### src/rtl/fixp_add_relu_pipe_pkg.sv
// rtl/fixp_add_relu_pipe_pkg.sv - shared types and helpers for the fixed-point add/ReLU pipeline
package fixp_pkg;

    // Accumulate FSM encoding
    typedef enum logic {
        IDLE = 1'b0,
        ACC  = 1'b1
    } acc_state_t;

    // Stage-1 operation selected per beat by the shared control
    typedef enum logic [1:0] {
        OP_PASS      = 2'd0,
        OP_ADD       = 2'd1,
        OP_ACC_FIRST = 2'd2,
        OP_ACC_NEXT  = 2'd3
    } lane_op_t;

    // Width of the signed integer field of a lane word
    function automatic int int_w(input int data_w, input int frac_drop);
        return data_w - frac_drop;
    endfunction

    // Largest value representable in a w-bit signed field
    function automatic longint sat_max(input int w);
        return (longint'(1) << (w - 1)) - 1;
    endfunction

    // Smallest value representable in a w-bit signed field
    function automatic longint sat_min(input int w);
        return -(longint'(1) << (w - 1));
    endfunction

    // LSB position of lane k in a packed multi-lane bus
    function automatic int lane_lo(input int k, input int data_w);
        return k * data_w;
    endfunction

endpackage

### src/rtl/fixp_add_relu_pipe_if.sv
// rtl/fixp_add_relu_pipe_if.sv - beat/operand/result bundle of the add/ReLU pipeline
interface fixp_add_relu_pipe_if #(
    parameter int DATA_W    = 12,
    parameter int LANES     = 4,
    parameter int ACC_LEN_W = 8
);
    logic                     valid_i;
    logic [LANES*DATA_W-1:0]  data_1_i;
    logic [LANES*DATA_W-1:0]  data_2_i;
    logic                     add_en_i;
    logic                     relu_en_i;
    logic                     acc_en_i;
    logic [ACC_LEN_W-1:0]     acc_len_i;
    logic                     valid_o;
    logic [LANES*DATA_W-1:0]  data_sum_o;

    modport master (
        output valid_i, data_1_i, data_2_i, add_en_i, relu_en_i, acc_en_i, acc_len_i,
        input  valid_o, data_sum_o
    );

    modport slave (
        input  valid_i, data_1_i, data_2_i, add_en_i, relu_en_i, acc_en_i, acc_len_i,
        output valid_o, data_sum_o
    );
endinterface

### src/rtl/fixp_lane_add.sv
// rtl/fixp_lane_add.sv - one lane: pass/add/accumulate, saturation (FIXP_ADD_SAT_EN) and ReLU
module fixp_lane_add
    import fixp_pkg::*;
#(
    parameter int DATA_W    = 12,
    parameter int FRAC_DROP = 4,
    parameter int ACC_LEN_W = 8
) (
    input  logic              clk_i,
    input  logic              rst_i,
    input  logic [DATA_W-1:0] a,
    input  logic [DATA_W-1:0] b,
    input  lane_op_t          op,
    input  logic              acc_step,   // valid beat in accumulate mode
    input  logic              emit,       // this beat produces a stage-1 result
    input  logic              relu,       // ReLU flag of the beat held in stage 1
    output logic [DATA_W-1:0] relu_out
);
    localparam int I_W = int_w(DATA_W, FRAC_DROP);
`ifdef FIXP_ADD_SAT_EN
    // Headroom so a full-length accumulation never wraps before the clamp
    localparam int ACC_W = I_W + ACC_LEN_W;
    localparam int W_W   = ACC_W + 1;
    localparam logic signed [W_W-1:0] SAT_HI = W_W'(sat_max(I_W));
    localparam logic signed [W_W-1:0] SAT_LO = W_W'(sat_min(I_W));
`else
    localparam int ACC_W = I_W;
    localparam int W_W   = I_W;
`endif

    logic signed [I_W-1:0]   a_int, b_int;
    logic signed [ACC_W-1:0] acc, acc_next, a_ext;
    logic signed [W_W-1:0]   add_sum;
    logic [DATA_W-1:0]       s1, s1_next;
    logic                    unused_frac;

    assign a_int       = a[DATA_W-1:FRAC_DROP];
    assign b_int       = b[DATA_W-1:FRAC_DROP];
    assign unused_frac = ^b[FRAC_DROP-1:0];
    assign a_ext       = ACC_W'(a_int);
    assign acc_next    = (op == OP_ACC_FIRST) ? a_ext : acc + a_ext;
    assign add_sum     = W_W'(a_int) + W_W'(b_int);

    // Reduce a wide signed result to the integer field: clamp or wrap
    function automatic logic [I_W-1:0] fit(input logic signed [W_W-1:0] v);
`ifdef FIXP_ADD_SAT_EN
        if (v > SAT_HI) return SAT_HI[I_W-1:0];
        if (v < SAT_LO) return SAT_LO[I_W-1:0];
`endif
        return v[I_W-1:0];
    endfunction

    // Stage-1 result for the current beat
    always_comb begin
        s1_next = a;
        case (op)
            OP_PASS: s1_next = a;
            OP_ADD:  s1_next = {fit(add_sum), {FRAC_DROP{1'b0}}};
            default: s1_next = {fit(W_W'(acc_next)), {FRAC_DROP{1'b0}}};
        endcase
    end

    // Accumulator and stage-1 register
    always_ff @(posedge clk_i or posedge rst_i) begin
        if (rst_i) begin
            acc <= '0;
            s1  <= '0;
        end else begin
            if (acc_step) acc <= acc_next;
            if (emit)     s1  <= s1_next;
        end
    end

    // Stage-2 input: ReLU clamps negative results of flagged beats
    assign relu_out = (relu && s1[DATA_W-1]) ? '0 : s1;
endmodule

### src/rtl/fixp_add_relu_pipe.sv
// rtl/fixp_add_relu_pipe.sv - multi-lane fixed-point add/accumulate/ReLU pipeline top
module fixp_add_relu_pipe
    import fixp_pkg::*;
#(
    parameter int DATA_W     = 12,
    parameter int FRAC_DROP  = 4,
    parameter int LANES      = 4,
    parameter int PIPE_DEPTH = 5,
    parameter int ACC_LEN_W  = 8
) (
    input logic                  clk_i,
    input logic                  rst_i,
    fixp_add_relu_pipe_if.slave  bus
);
    acc_state_t             state;
    logic [ACC_LEN_W-1:0]   beat_cnt, len, cnt_inc;
    lane_op_t               op;
    logic                   emit, acc_step;
    logic                   vld1, relu1;
    logic [LANES*DATA_W-1:0] s2_next;
    logic [PIPE_DEPTH:2]    vld;
    logic [LANES*DATA_W-1:0] dly [2:PIPE_DEPTH];

    assign cnt_inc = beat_cnt + ACC_LEN_W'(1);

    // Decode the beat's operation and whether it produces a result
    always_comb begin
        op       = OP_PASS;
        emit     = 1'b0;
        acc_step = 1'b0;
        if (bus.acc_en_i) begin
            acc_step = bus.valid_i;
            if (state == IDLE) begin
                op   = OP_ACC_FIRST;
                emit = bus.valid_i && (bus.acc_len_i == '0);
            end else begin
                op   = OP_ACC_NEXT;
                emit = bus.valid_i && (cnt_inc == len);
            end
        end else begin
            op   = bus.add_en_i ? OP_ADD : OP_PASS;
            emit = bus.valid_i;
        end
    end

    // Accumulate FSM with beat counter; also registers stage-1 valid and ReLU tag
    always_ff @(posedge clk_i or posedge rst_i) begin
        if (rst_i) begin
            state    <= IDLE;
            beat_cnt <= '0;
            len      <= '0;
            vld1     <= 1'b0;
            relu1    <= 1'b0;
        end else begin
            vld1 <= emit;
            if (emit) relu1 <= bus.relu_en_i;
            if (bus.valid_i) begin
                if (!bus.acc_en_i) begin
                    state <= IDLE;
                end else if (state == IDLE) begin
                    len      <= bus.acc_len_i;
                    beat_cnt <= '0;
                    state    <= (bus.acc_len_i == '0) ? IDLE : ACC;
                end else begin
                    beat_cnt <= cnt_inc;
                    if (cnt_inc == len) state <= IDLE;
                end
            end
        end
    end

    for (genvar k = 0; k < LANES; k++) begin : g_lane
        fixp_lane_add #(
            .DATA_W    (DATA_W),
            .FRAC_DROP (FRAC_DROP),
            .ACC_LEN_W (ACC_LEN_W)
        ) u_lane (
            .clk_i    (clk_i),
            .rst_i    (rst_i),
            .a        (bus.data_1_i[lane_lo(k, DATA_W) +: DATA_W]),
            .b        (bus.data_2_i[lane_lo(k, DATA_W) +: DATA_W]),
            .op       (op),
            .acc_step (acc_step),
            .emit     (emit),
            .relu     (relu1),
            .relu_out (s2_next[lane_lo(k, DATA_W) +: DATA_W])
        );
    end

    // Stage 2 and plain delay stages; data only moves with its valid so the output holds
    always_ff @(posedge clk_i or posedge rst_i) begin
        if (rst_i) begin
            vld <= '0;
            for (int k = 2; k <= PIPE_DEPTH; k++) dly[k] <= '0;
        end else begin
            vld[2] <= vld1;
            if (vld1) dly[2] <= s2_next;
            for (int k = 3; k <= PIPE_DEPTH; k++) begin
                vld[k] <= vld[k-1];
                if (vld[k-1]) dly[k] <= dly[k-1];
            end
        end
    end

    assign bus.valid_o    = vld[PIPE_DEPTH];
    assign bus.data_sum_o = dly[PIPE_DEPTH];
endmodule

### src/flat_wrapper.sv
// flat-port wrapper written by rule: the top's interface ports become plain ports
module fixp_add_relu_pipe_flat import fixp_pkg::*;
#(
    parameter int DATA_W     = 12,
    parameter int FRAC_DROP  = 4,
    parameter int LANES      = 4,
    parameter int PIPE_DEPTH = 5,
    parameter int ACC_LEN_W  = 8
)
  (clk_i, rst_i, bus_valid_i, bus_data_1_i, bus_data_2_i, bus_add_en_i, bus_relu_en_i, bus_acc_en_i, bus_acc_len_i, bus_valid_o, bus_data_sum_o);
  fixp_add_relu_pipe_if #(.DATA_W(DATA_W), .LANES(LANES), .ACC_LEN_W(ACC_LEN_W)) bus_i ();
  input logic clk_i;
  input logic rst_i;
  input wire logic [$bits(bus_i.valid_i)-1:0] bus_valid_i;
  input wire logic [$bits(bus_i.data_1_i)-1:0] bus_data_1_i;
  input wire logic [$bits(bus_i.data_2_i)-1:0] bus_data_2_i;
  input wire logic [$bits(bus_i.add_en_i)-1:0] bus_add_en_i;
  input wire logic [$bits(bus_i.relu_en_i)-1:0] bus_relu_en_i;
  input wire logic [$bits(bus_i.acc_en_i)-1:0] bus_acc_en_i;
  input wire logic [$bits(bus_i.acc_len_i)-1:0] bus_acc_len_i;
  output wire logic [$bits(bus_i.valid_o)-1:0] bus_valid_o;
  output wire logic [$bits(bus_i.data_sum_o)-1:0] bus_data_sum_o;
  assign bus_i.valid_i = bus_valid_i;
  assign bus_i.data_1_i = bus_data_1_i;
  assign bus_i.data_2_i = bus_data_2_i;
  assign bus_i.add_en_i = bus_add_en_i;
  assign bus_i.relu_en_i = bus_relu_en_i;
  assign bus_i.acc_en_i = bus_acc_en_i;
  assign bus_i.acc_len_i = bus_acc_len_i;
  assign bus_valid_o = bus_i.valid_o;
  assign bus_data_sum_o = bus_i.data_sum_o;
  fixp_add_relu_pipe #(.DATA_W(DATA_W), .FRAC_DROP(FRAC_DROP), .LANES(LANES), .PIPE_DEPTH(PIPE_DEPTH), .ACC_LEN_W(ACC_LEN_W)) u_core (.clk_i(clk_i), .rst_i(rst_i), .bus(bus_i));
endmodule
### config.mk
export PLATFORM = sky130hd
export DESIGN_NAME = fixp_add_relu_pipe_flat
export DESIGN_NICKNAME = d
export VERILOG_FILES = /design/src/rtl/fixp_add_relu_pipe_pkg.sv /design/src/rtl/fixp_add_relu_pipe_if.sv /design/src/rtl/fixp_lane_add.sv /design/src/rtl/fixp_add_relu_pipe.sv /design/src/flat_wrapper.sv
export SDC_FILE = /design/constraint.sdc
export NUM_CORES = 1
export LEC_CHECK = 0
export CAP_MARGIN = 20
export CORE_UTILIZATION = 40
export DETAILED_ROUTE_END_ITERATION = 7
export MAX_ROUTING_LAYER = met4
export PLACE_DENSITY_LB_ADDON = 0.15
export SLEW_MARGIN = 5
export SYNTH_ARGS = -nofsm -noshare
export SYNTH_HDL_FRONTEND = slang
export SYNTH_SLANG_ARGS = --single-unit
### constraint.sdc
create_clock -name clk_i -period 10.15 [get_ports clk_i]
set_clock_uncertainty 0.15 [all_clocks]
set_input_delay 1.015 -clock clk_i [delete_from_list [all_inputs] [get_ports clk_i]]
set_output_delay 1.015 -clock clk_i [all_outputs]
set_load 0.03 [all_outputs]
# Word-level counts from Yosys, hierarchy flattened
# Index checks and enable logic that the tools add are counted.
[totals]
regBits = 295
inputBits = 110
out_inout_bits = 49
[classes]
addsub = 9
n_eq_ne = 3
mux = 23
n_bitwise = 1
n_reduce_logical = 10
[ops]
columns = ["cell", "n"]
rows = [
  ["12-bit one-hot mux with 2 select lines", 4],
  ["8-bit adder", 8],
  ["12-bit 2-to-1 mux", 4],
  ["8-bit 2-to-1 mux", 5],
  ["1-bit 2-to-1 mux", 9],
  ["8-bit by 1-bit adder with 8-bit output (second input constant)", 1],
  ["8-bit equality test", 1],
  ["8-bit zero test", 1],
  ["1-bit logical AND", 6],
  ["3-bit AND reduction", 1],
  ["2-bit by 1-bit equality test with 1-bit output (second input constant)", 1],
  ["2-bit equality test (second input constant)", 1],
  ["2-bit zero test", 1],
  ["2-bit 2-to-1 mux", 1],
  ["2-bit AND reduction", 1],
  ["1-bit NOT", 1],
]

# Longest topological paths before layout
# Gate-level depths: netlist of the first run.
[logic_depth]
depth_word = 5
mapped_depth = 10
depth_no_buf = 9

# Hierarchy
# From an unflattened synthesis of the first run, not the netlist that was laid out.
[hier_totals]
cells_unflattened = 1410
hier_area_um2 = 15467.3
[by_module_without_submodules]
columns = ["module", "instances", "cells_per_inst", "area_per_inst_um2"]
rows = [
  ["fixp_add_relu_pipe", 1, 571, 8648.3],
  ["fixp_lane_add (u_core.g_lane[2].u_lane ...)", 2, 218, 1725.4],
  ["fixp_lane_add (u_core.g_lane[0].u_lane)", 1, 202, 1685.4],
  ["fixp_lane_add (u_core.g_lane[1].u_lane)", 1, 201, 1682.9],
]

# Least setup slack after synthesis of the first run
# No wires, ideal clock.
[synth_path]
path_kind = "input-to-reg"
from = "input bus_data_1_i[16]"
to = "register u_core.g_lane[1].u_lane.s1[10]"
setup_time_ns = 0.129
arrival_time_ns = 2.728
setup_slack_ns = 7.143
path_stages = 8
cell_sequence = "ha_1 fa_1 a21o_1 a21oi_1 o21ai_0 xor2_1 and2_1 o41a_1"
[synth_via]
elab_chain_len = 3
[synth_rtl]
columns = ["item", "line", "text"]
rows = [
  ["start, declared", "flat_wrapper.sv:15", "input wire logic [$bits(bus_i.data_1_i)-1:0] bus_data_1_i;"],
  ["8-bit adder", "fixp_lane_add.sv:41", "assign acc_next = (op == OP_ACC_FIRST) ? a_ext : acc + a_ext;"],
  ["8-bit 2-to-1 mux", "fixp_lane_add.sv:41", ""],
  ["12-bit one-hot mux with 2 select lines (*)", "fixp_lane_add.sv:56", "case (op)"],
  ["end signal, assigned", "fixp_lane_add.sv:70", "if (emit) s1 <= s1_next;"],
  ["end, declared", "fixp_lane_add.sv:34", "logic [DATA_W-1:0] s1, s1_next;"],
]
# Every way passes the cells marked *; elsewhere a longest branch is shown, timed or not.
# A chain may end at the register's enable or synchronous reset.

# Worst setup path in the final report of the first run
[layout_path]
from = "input bus_add_en_i"
to = "register u_core.g_lane[3].u_lane.s1[10]"
[layout_via]
elab_chain_len = 5
[layout_rtl]
columns = ["item", "line", "text"]
rows = [
  ["start, declared", "flat_wrapper.sv:17", "input wire logic [$bits(bus_i.add_en_i)-1:0] bus_add_en_i;"],
  ["1-bit 2-to-1 mux (*)", "fixp_add_relu_pipe.sv:41", "op = bus.add_en_i ? OP_ADD : OP_PASS;"],
  ["2-bit 2-to-1 mux (*)", "fixp_add_relu_pipe.sv:31", "if (bus.acc_en_i) begin"],
  ["2-bit equality test", "fixp_lane_add.sv:41", ""],
  ["8-bit 2-to-1 mux", "fixp_lane_add.sv:41", ""],
  ["12-bit one-hot mux with 2 select lines (*)", "fixp_lane_add.sv:56", ""],
  ["end signal, assigned", "fixp_lane_add.sv:70", ""],
  ["end, declared", "fixp_lane_add.sv:34", ""],
]
# Marked as above.

==> results list, run 1 <==
- Starting DRC count in detailed routing: 459
- Setup violations, final: 0
* FF-to-FF path depth: 8
- Reported max-cap violation count: 0
- Leading cell types in the layout, fill and taps excluded: sky130_fd_sc_hd__dfrtp_1 (292), sky130_fd_sc_hd__mux2_2 (180), sky130_fd_sc_hd__nand2_1 (142), sky130_fd_sc_hd__clkdlybuf4s50_1 (142), sky130_fd_sc_hd__o21ai_0 (119)
- # IOs: approximately 160
* Max transition margin: 0.247
- Worst r2r dst: u_core.g_lane[0].u_lane.s1[6]
- GR met2 Demand/Resource: 0.306
- The synthesized design contains 0 enable-type register cells.
- Nets in the synthesized netlist: 1579
- Combined global-route utilization of all metal layers: 0.202
- Count of H-tree levels built during CTS: 2
* Worst setup SP type: input port
* Number of detailed-routing iterations run before antenna repair: 5
- The run finished with clean final reports.
- PostCTS Resize Cnt: 0
* Share of flip-flops with an asynchronous set or reset after synthesis: 1.00
* Number of standard-cell rows in the floorplan: 70
- DIE WIDTH: 196 µm
* Hold violation total from the final report: 0
- The global routing stage identified its most utilized layer as met2.
- Logic gate share of total power: 0.308
- After technology mapping, the gate count stands at 1404.
- Switching power: about 0.0014 W
* Count of pins over their slew limit: 0
* Number of distinct library cells after synthesis: 63
- Launch instance of the worst min-delay path: u_core.vld[2]
* Total die area: 38200 µm²
* Nature of the critical path endpoint: flip-flop
- In this run the worst hold path is classified as reg -> reg.
- Clock transition at path regs: ~60 ps
- Buffers placed on the I/O ports in this run total between 100 and 150.
- Synthesized area per cell: 10.7 µm²
* Delay of the slowest critical-path stage: 980 ps
* Flip-flop and latch count after synthesis: 295
- Effective utilization at floorplan: 0.408
* Hold-fix buffers, CTS: 0
- HPWL after detailed placement: between 20 and 25 mm
- In the routed design, unresolved DRC markers number 0.
- For this run, the number of Yosys warnings is 0.
* GRT Residual Overflow: 0
* Met3 layer usage reported by global route: 0.0328
- Highest attainable clock frequency: about 0.27 GHz
- The first global-routing pass estimated 58.8 mm of wire.
- Sequential area share after synthesis: 0.493
- GRT met1 Usage: 0.275
- Cell Pwr Density: 253 nW/µm²
- Relative area change from synthesis to final layout: 18.2%
- For the pin with the worst max-slew slack, the measured transition is 1130 ps.
- Antenna violations before repair: 3
- Arrival time worst endpoint: 3960 ps
* Worst-case vdd ir drop: 129 µV
* Insertion delay to the later sink of the worst-skew pair: 510 ps
- Most common library cell in the layout ignoring fill and taps: sky130_fd_sc_hd__dfrtp_1
* Clk sink count: around 300
- The number of clock buffers added by TritonCTS is 34.
* End-of-flow core utilization: 0.483
- Summing over every cut layer, the via total after detailed routing is 10536.
* Fraction of layout cells with a size suffix above 1: 0.177
- Clk Tree Root Cell: sky130_fd_sc_hd__clkbuf_16
- Period utilisation layout: 0.361
- TritonCTS built the clock tree.
- Clock Path Buffers: 3
- The startpoint identified for the worst register-to-register timing path is u_core.beat_cnt[0].
- Flop-to-flop setup slack: 6780 ps
* Via count of the first global-routing pass: 10541
- Unrepaired setup endpoints after global routing: no
* Cell Area, Synth: 15000 µm²
* Buffer and inverter count on the worst path: 1
- After routing, the total negative slack on setup checks comes to 0 ps.
* Routed Wire Length: ~37 mm
* Required arrival time at the worst endpoint: between 10000 and 15000 ps
* Share of total power consumed by net switching: 0.321
- Entering global routing, the biggest net connects 181 pins.
- By startpoint and endpoint, the worst setup path is classified as in -> reg.
- Die Height: 196 µm
- In the final routed layout, each cell accounts on average for 18.5 µm.
- The floorplan step defined a core boundary enclosing around 37000 µm².
- Hold path cells: 0
- Fraction of power consumed by sequential logic: 0.409
- In this design, the largest share of critical-path delay is due to simple AND/OR/NAND/NOR gates.
- Worst-path fanout max: 17
* Placer's final routability congestion estimate: between 0.8 and 0.9
- Internal Pwr Total: roughly 0.0030 W
* Clock network fraction of total power: 0.283
- The final layout contains between 1500 and 2000 nets.
* Worst-path cell chain: clkdlybuf4s50_1 -> nand2b_1 -> or3_1 -> o31ai_1 -> o41a_1
- The number of setup buffers added after CTS is 0.
- Once detail routing completed, the nets flagged for antenna violations numbered 0.
- Hold Slack: 233 ps
* Cell at the slowest stage of the critical path: sky130_fd_sc_hd__clkdlybuf4s50_1
* Clock period minus final worst setup slack: 3660 ps
- The path with the worst hold slack has its endpoint at u_core.vld[3].
- Top FF cell, synth: sky130_fd_sc_hd__dfrtp_1
* Vias/cell: 5.32
- Static leakage power: 7.85 nW
-- worst register-to-register path: stages, from the launching register on --
cell and delay [ps]:
sky130_fd_sc_hd__dfrtp_1 430, sky130_fd_sc_hd__ha_1 330, sky130_fd_sc_hd__nor3b_1 210, sky130_fd_sc_hd__o21a_1 140, sky130_fd_sc_hd__o22ai_1 80, sky130_fd_sc_hd__or4_4 770, sky130_fd_sc_hd__o21a_4 430, sky130_fd_sc_hd__inv_6 310
sky130_fd_sc_hd__mux2_2 390
-- power by group through the flow --
| stage | clock network [W] | logic [W] | registers, W |
|---|---|---|---|
| after global placement | 0 | 0.00135 | 0.00184 |
| final | 0.00127 | 0.00138 | 0.00183 |
| after detailed placement | 0 | 0.00138 | 0.00185 |
| after floorplan | 0 | 0.00112 | 0.00175 |
| after global routing | 0.00135 | 0.00152 | 0.00189 |
| after CTS | 0.00130 | 0.00139 | 0.00184 |
-- metal layers --
metal | part of all wire | vias up
met5 | 0 | -
met2 | 0.45 | 250
met3 | 0.052 | 55
met1 | 0.47 | 5127
li1 | - | 5104
met4 | 0.026 | 0
-- flip-flops by register name, summed over array words and instances (netlist names) --
name,flops
u_core.len,8
u_core.vld1,1
u_core.relu1,1
u_core.dly,144
u_core.g_lane.u_lane.acc,32
u_core.vld,4
u_core.beat_cnt,8
u_core.g_lane.u_lane.s1,48
u_core.bus.data_sum_o,48
u_core.state,1
-- through the flow --
stage | instance area, µm² | cells | power (W) | worst slack, ps
floorplan | 15000 | 1404 | 0.00287 | 838
global placement | 16500 | 1918 | 0.00319 | 6030
detailed placement | 16500 | 1918 | 0.00324 | 6000
CTS | 17700 | 1978 | 0.00453 | 6530
global route | 17700 | 1982 | 0.00476 | 6450
finish | 17700 | 1982 | 0.00447 | 6490
-- kinds of logic (layout without fill, tap and decap cells) --
logic type                 count (synthesis)  after routing  share of synthesized area
and+or+nand+nor                          299            299                     0.0888
buffers and inverters                    195            302                     0.0635
DFF                                      295            295                      0.493
muxes                                    190            190                      0.142
xor gates and xnor gates                  32             32                     0.0187
adders and majority gates                 65             65                     0.0583
other                                      0              3                          0
AOI/OAI and AO/OA                        328            328                      0.136
-- cells in the mapped netlist, drive strengths merged, types with 3 or more instances --
master,n,area share
dfrtp,295,0.49
a31oi,25,0.010
nor4,6,0.0025
a211o,3,0.0018
a21o,14,0.0070
nor3b,4,0.0020
and3,8,0.0033
o21ai,119,0.040
o21a,3,0.0020
mux2,180,0.14
nand2b,8,0.0033
xor2,12,0.0070
clkbuf,55,0.014
nor2,68,0.017
o211ai,28,0.014
o41ai,4,0.0028
o22ai,10,0.0042
a21boi,4,0.0020
and2,6,0.0025
mux2i,10,0.0067
nand2,142,0.036
nor2b,14,0.0058
a221oi,4,0.0023
or3,4,0.0017
xnor2,20,0.012
nor3,17,0.0057
fa,8,0.011
o21bai,4,0.0020
nand3,13,0.0043
ha,57,0.048
a21oi,58,0.019
a211oi,22,0.011
inv,81,0.021
a22o,4,0.0023
o31ai,9,0.0045
buf,59,0.029
-- how the worst max path moves through the flow --
stage	from	depth (start not counted)	end	slack, ps
5_1_grt	bus_add_en_i	5	u_core.g_lane[3].u_lane.s1[10]	6450
3_3_place_gp	bus_add_en_i	5	u_core.g_lane[3].u_lane.s1[10]	6030
4_1_cts	bus_add_en_i	5	u_core.g_lane[3].u_lane.s1[10]	6530
2_1_floorplan	rst_i	1	u_core.beat_cnt[0]	840
6_report	bus_add_en_i	5	u_core.g_lane[3].u_lane.s1[10]	6490
3_5_place_dp	bus_add_en_i	5	u_core.g_lane[3].u_lane.s1[10]	6000
-- cell type report --
| cell class | count | area [µm²] |
|---|---|---|
| clock inverter | 10 | 148 |
| tap | 468 | 586 |
| inverter | 81 | 317 |
| multi-input combinational | 914 | 6660 |
| fill | 3377 | 19000 |
| antenna | 3 | 7.51 |
| clock buffer | 50 | 1030 |
| sequential | 295 | 7390 |
| timing repair buffer | 161 | 1580 |
(Power assumes the default switching activity.)
==> inputs of run 2 (changes only) <==
==> constraint.sdc (replaced) <==
create_clock -name clk_i -period 3.7 [get_ports clk_i]
set_clock_uncertainty 0.15 [all_clocks]
set_input_delay 0.37 -clock clk_i [delete_from_list [all_inputs] [get_ports clk_i]]
set_output_delay 0.37 -clock clk_i [all_outputs]
set_load 0.03 [all_outputs]
==> run 2 against run 1 <==
Worst hold slack worse by 150 ps. Sequential power grew to 2.7 times the previous value. Die area did not move. Critical path depth increased by 3. Register-to-register slack lost 6200 ps. Sequential share of layout area is 0.35 points lower. Non-clock buffer count rose by 17. Design area increased by 0.85%. Largest cell class unchanged. Largest power group unchanged.
==> results list, run 2 (same netlist as run 1, synthesis figures left out) <==
* Starting DRC count in detailed routing: 562 (was 459)
- Status: finished, final reports clean (unchanged)
- Hold-fix buffers, CTS: 0 (unchanged)
* Cell at the slowest stage of the critical path: sky130_fd_sc_hd__or4_4 (was sky130_fd_sc_hd__clkdlybuf4s50_1)
- The number of placement rows was 70 (unchanged).
- DIE WIDTH: 196 µm (unchanged)
- Dividing the final minimum period by the clock period gives 0.842.
* Timing startpoint of the critical path: u_core.beat_cnt[0] (was bus_add_en_i)
- Unrepaired setup endpoints after global routing: no (unchanged)
- The total of fill cells in the finished design was 3395 (was 3377).
* Footprint of the flip-flops and latches: 7390 µm² (unchanged)
- Post-CTS setup repair buffer count: 0 (unchanged)
* Area used by multi-input combinational logic: 6660 µm² (unchanged)
* Total die area: 38200 µm² (unchanged)
* Port buffer count: 142 (unchanged)
- The worst path arrival time was 3360 ps (was 3960 ps).
- The count of nets left with antenna violations after detail routing was 0 (unchanged).
- PostCTS Resize Cnt: 0 (unchanged)
- The final setup violation count came to 0 (unchanged).
- Clock transition at path regs: 60 ps (about the same)
* DP Worst Slack: 569 ps (was 6000 ps)
* Family with the most delay on the worst path: simple AND/OR/NAND/NOR gates (unchanged)
* CTS tree: done (unchanged)
- Die Height: 196 µm (unchanged)
- The pin count of the biggest net entering global routing was 119 (was 181).
- The wire length of the first global-routing pass was 59.4 mm (was 58.8 mm).
- The latest clock arrival within the worst-skew pair is 520 ps (was 510 ps).
- Register with the most flip-flops: u_core.dly (unchanged)
- The number of remaining DRC errors came to 0 (unchanged).
- Cell Pwr Density: 688 nW/µm² (was 253 nW/µm²)
* Placer's final routability congestion estimate: 0.876 (was 0.839)
- Wire length per cell after detailed routing: 18.4 µm (was 18.5 µm)
- The number of top-level pins came to 159 (unchanged).
- The final setup slack of the worst path is 586 ps (was 6490 ps).
* Worst-path fanout max: 27 (was 17)
* Class of the most critical hold timing path: in -> async (was reg -> reg)
- Leading cell types in the layout, fill and taps excluded: sky130_fd_sc_hd__dfrtp_1 (292), sky130_fd_sc_hd__mux2_2 (180), sky130_fd_sc_hd__nand2_1 (142), sky130_fd_sc_hd__clkdlybuf4s50_1 (142), sky130_fd_sc_hd__o21ai_0 (119) (unchanged)
- Worst-path cell chain: ha_1 -> nor3b_1 -> o21a_1 -> o22ai_1 -> or4_4 -> o21a_4 -> inv_6 -> mux2_2 (was clkdlybuf4s50_1 -> nand2b_1 -> or3_1 -> o31ai_1 -> o41a_1).
- Subtracting the final worst setup slack from the clock period gives 3110 ps.
- The layout overhead on the synthesized area came to 19.2% (was 18.2%).
* Hold violation total from the final report: 0 (unchanged)
- Static leakage power: 7.91 nW (was 7.85 nW)
- The number of max-slew violations in the final report came to 0 (unchanged).
- The worst-margin pin slew came to 953 ps (was 1130 ps).
- Via count of the first global-routing pass: 10547 (was 10541)
* Placeable Area: 36700 µm² (unchanged)
- HPWL after detailed placement: 25.6 mm (was 24.6 mm)
- Worst-case vdd ir drop: 254 µV (was 129 µV)
- The initial antenna violation count is 3 (unchanged).
- The launching point of the worst reg2reg path is u_core.beat_cnt[0] (unchanged).
* End-of-flow core utilization: 0.487 (was 0.483)
- Delay of the slowest critical-path stage: 570 ps (was 980 ps)
- The share of layout cells above drive strength 1 came to 0.184 (was 0.177).
- Reported max-cap violation count: 0 (unchanged)
- Vias/cell: 5.30 (was 5.32)
- The maximum buffer depth of the clock tree was 3 (unchanged).
- Total via count in the routed design: 10610 (was 10536)
- Combined global-route utilization of all metal layers: 0.203 (was 0.202)
- The net count reported at finish came to 1679 (was 1662).
* Highest attainable clock frequency: 0.321 GHz
- The CTS buffer count is 34 (unchanged).
- Post-layout power: 0.0123 W (was 0.00447 W)
- Routed Wire Length: 36.8 mm (was 36.6 mm)
- The commonest non-fill, non-tap cell in the layout is sky130_fd_sc_hd__dfrtp_1 (unchanged).
- Nature of the critical path endpoint: flip-flop (unchanged)
* Clk Tree Root Cell: sky130_fd_sc_hd__clkbuf_16 (unchanged)
* Clk sink count: 295 (unchanged)
* Number of detailed-routing iterations run before antenna repair: 5 (unchanged)
* GRT Residual Overflow: 0 (unchanged)
* Effective utilization at floorplan: 0.408 (unchanged)
- Buffer and inverter count on the worst path: 1 (unchanged)
* Max transition margin: 0.365 (was 0.247)
- The number of flip-flops under the largest register name came to 144 (unchanged).
- Required arrival time at the worst endpoint: 3940 ps (was 10440 ps)
- The critical setup path kind was reg -> reg (was in -> reg).
- The launching element type of the critical path is a flip-flop (was input port).
- The maximum level of the CTS H-tree is 2 (unchanged).
==> run 2: changes by cell type in the layout (fill, tap and decap cells not counted), moves of 2 or more <==
cell	change
sky130_fd_sc_hd__clkinv_2	-5
sky130_fd_sc_hd__buf_12	+3
sky130_fd_sc_hd__buf_4	+14
sky130_fd_sc_hd__clkbuf_1	+5
sky130_fd_sc_hd__clkinvlp_4	+2
==> run 2: through the flow <==
| stage | instance area (µm²) | hold slack (ps) | instances | TNS [ps] |
|---|---|---|---|---|
| finish | 17900 | 83.0 | 2001 | 0 |
| global route | 17900 | 99.6 | 2001 | 0 |
| CTS | 17800 | 72.9 | 1997 | 0 |
| detailed placement | 16700 | 314 | 1935 | 0 |
| global placement | 16700 | 311 | 1935 | 0 |
| floorplan | 15000 | 239 | 1404 | -217450 |
==> run 2: path summary, 6_finish.rpt <==
path	to	slack [ps]	cells after the start
worst max-delay path	u_core.g_lane[3].u_lane.s1[8]	590	8
worst min-delay path	u_core.dly[84]	80	2
worst max register to register	u_core.g_lane[3].u_lane.s1[8]	590	8
worst min register to register	u_core.dly[147]	320	2
max in group asynchronous	u_core.vld[4]	2360	3
min in group clk_i	u_core.g_lane[1].u_lane.s1[0]	280	3
==> run 2: final cells by class <==
class	instances	share of cell area
Tap cell	468	0.0328
Sequential cell	295	0.413
Antenna cell	3	0.000420
Clock inverter	7	0.00658
Multi-Input combinational cell	914	0.373
Clock buffer	55	0.0588
Timing Repair Buffer	178	0.0975
Inverter	81	0.0175
==> run 2: per-layer routing <==
layer	global-route usage	vias up	wire length (µm)
li1	-	5128	-
met1	0.281	5197	17700
met2	0.314	241	16800
met3	0.0326	44	1830
met4	0.0461	0	525
met5	-	-	0
==> run 2: power breakdown <==
part	switching, W	internal [W]	leakage [nW]	total [W]
Clock	0.00135	0.00210	0.566	0.00345
Sequential	0.000703	0.00433	3.74	0.00503
Combinational	0.00193	0.00187	3.61	0.00380
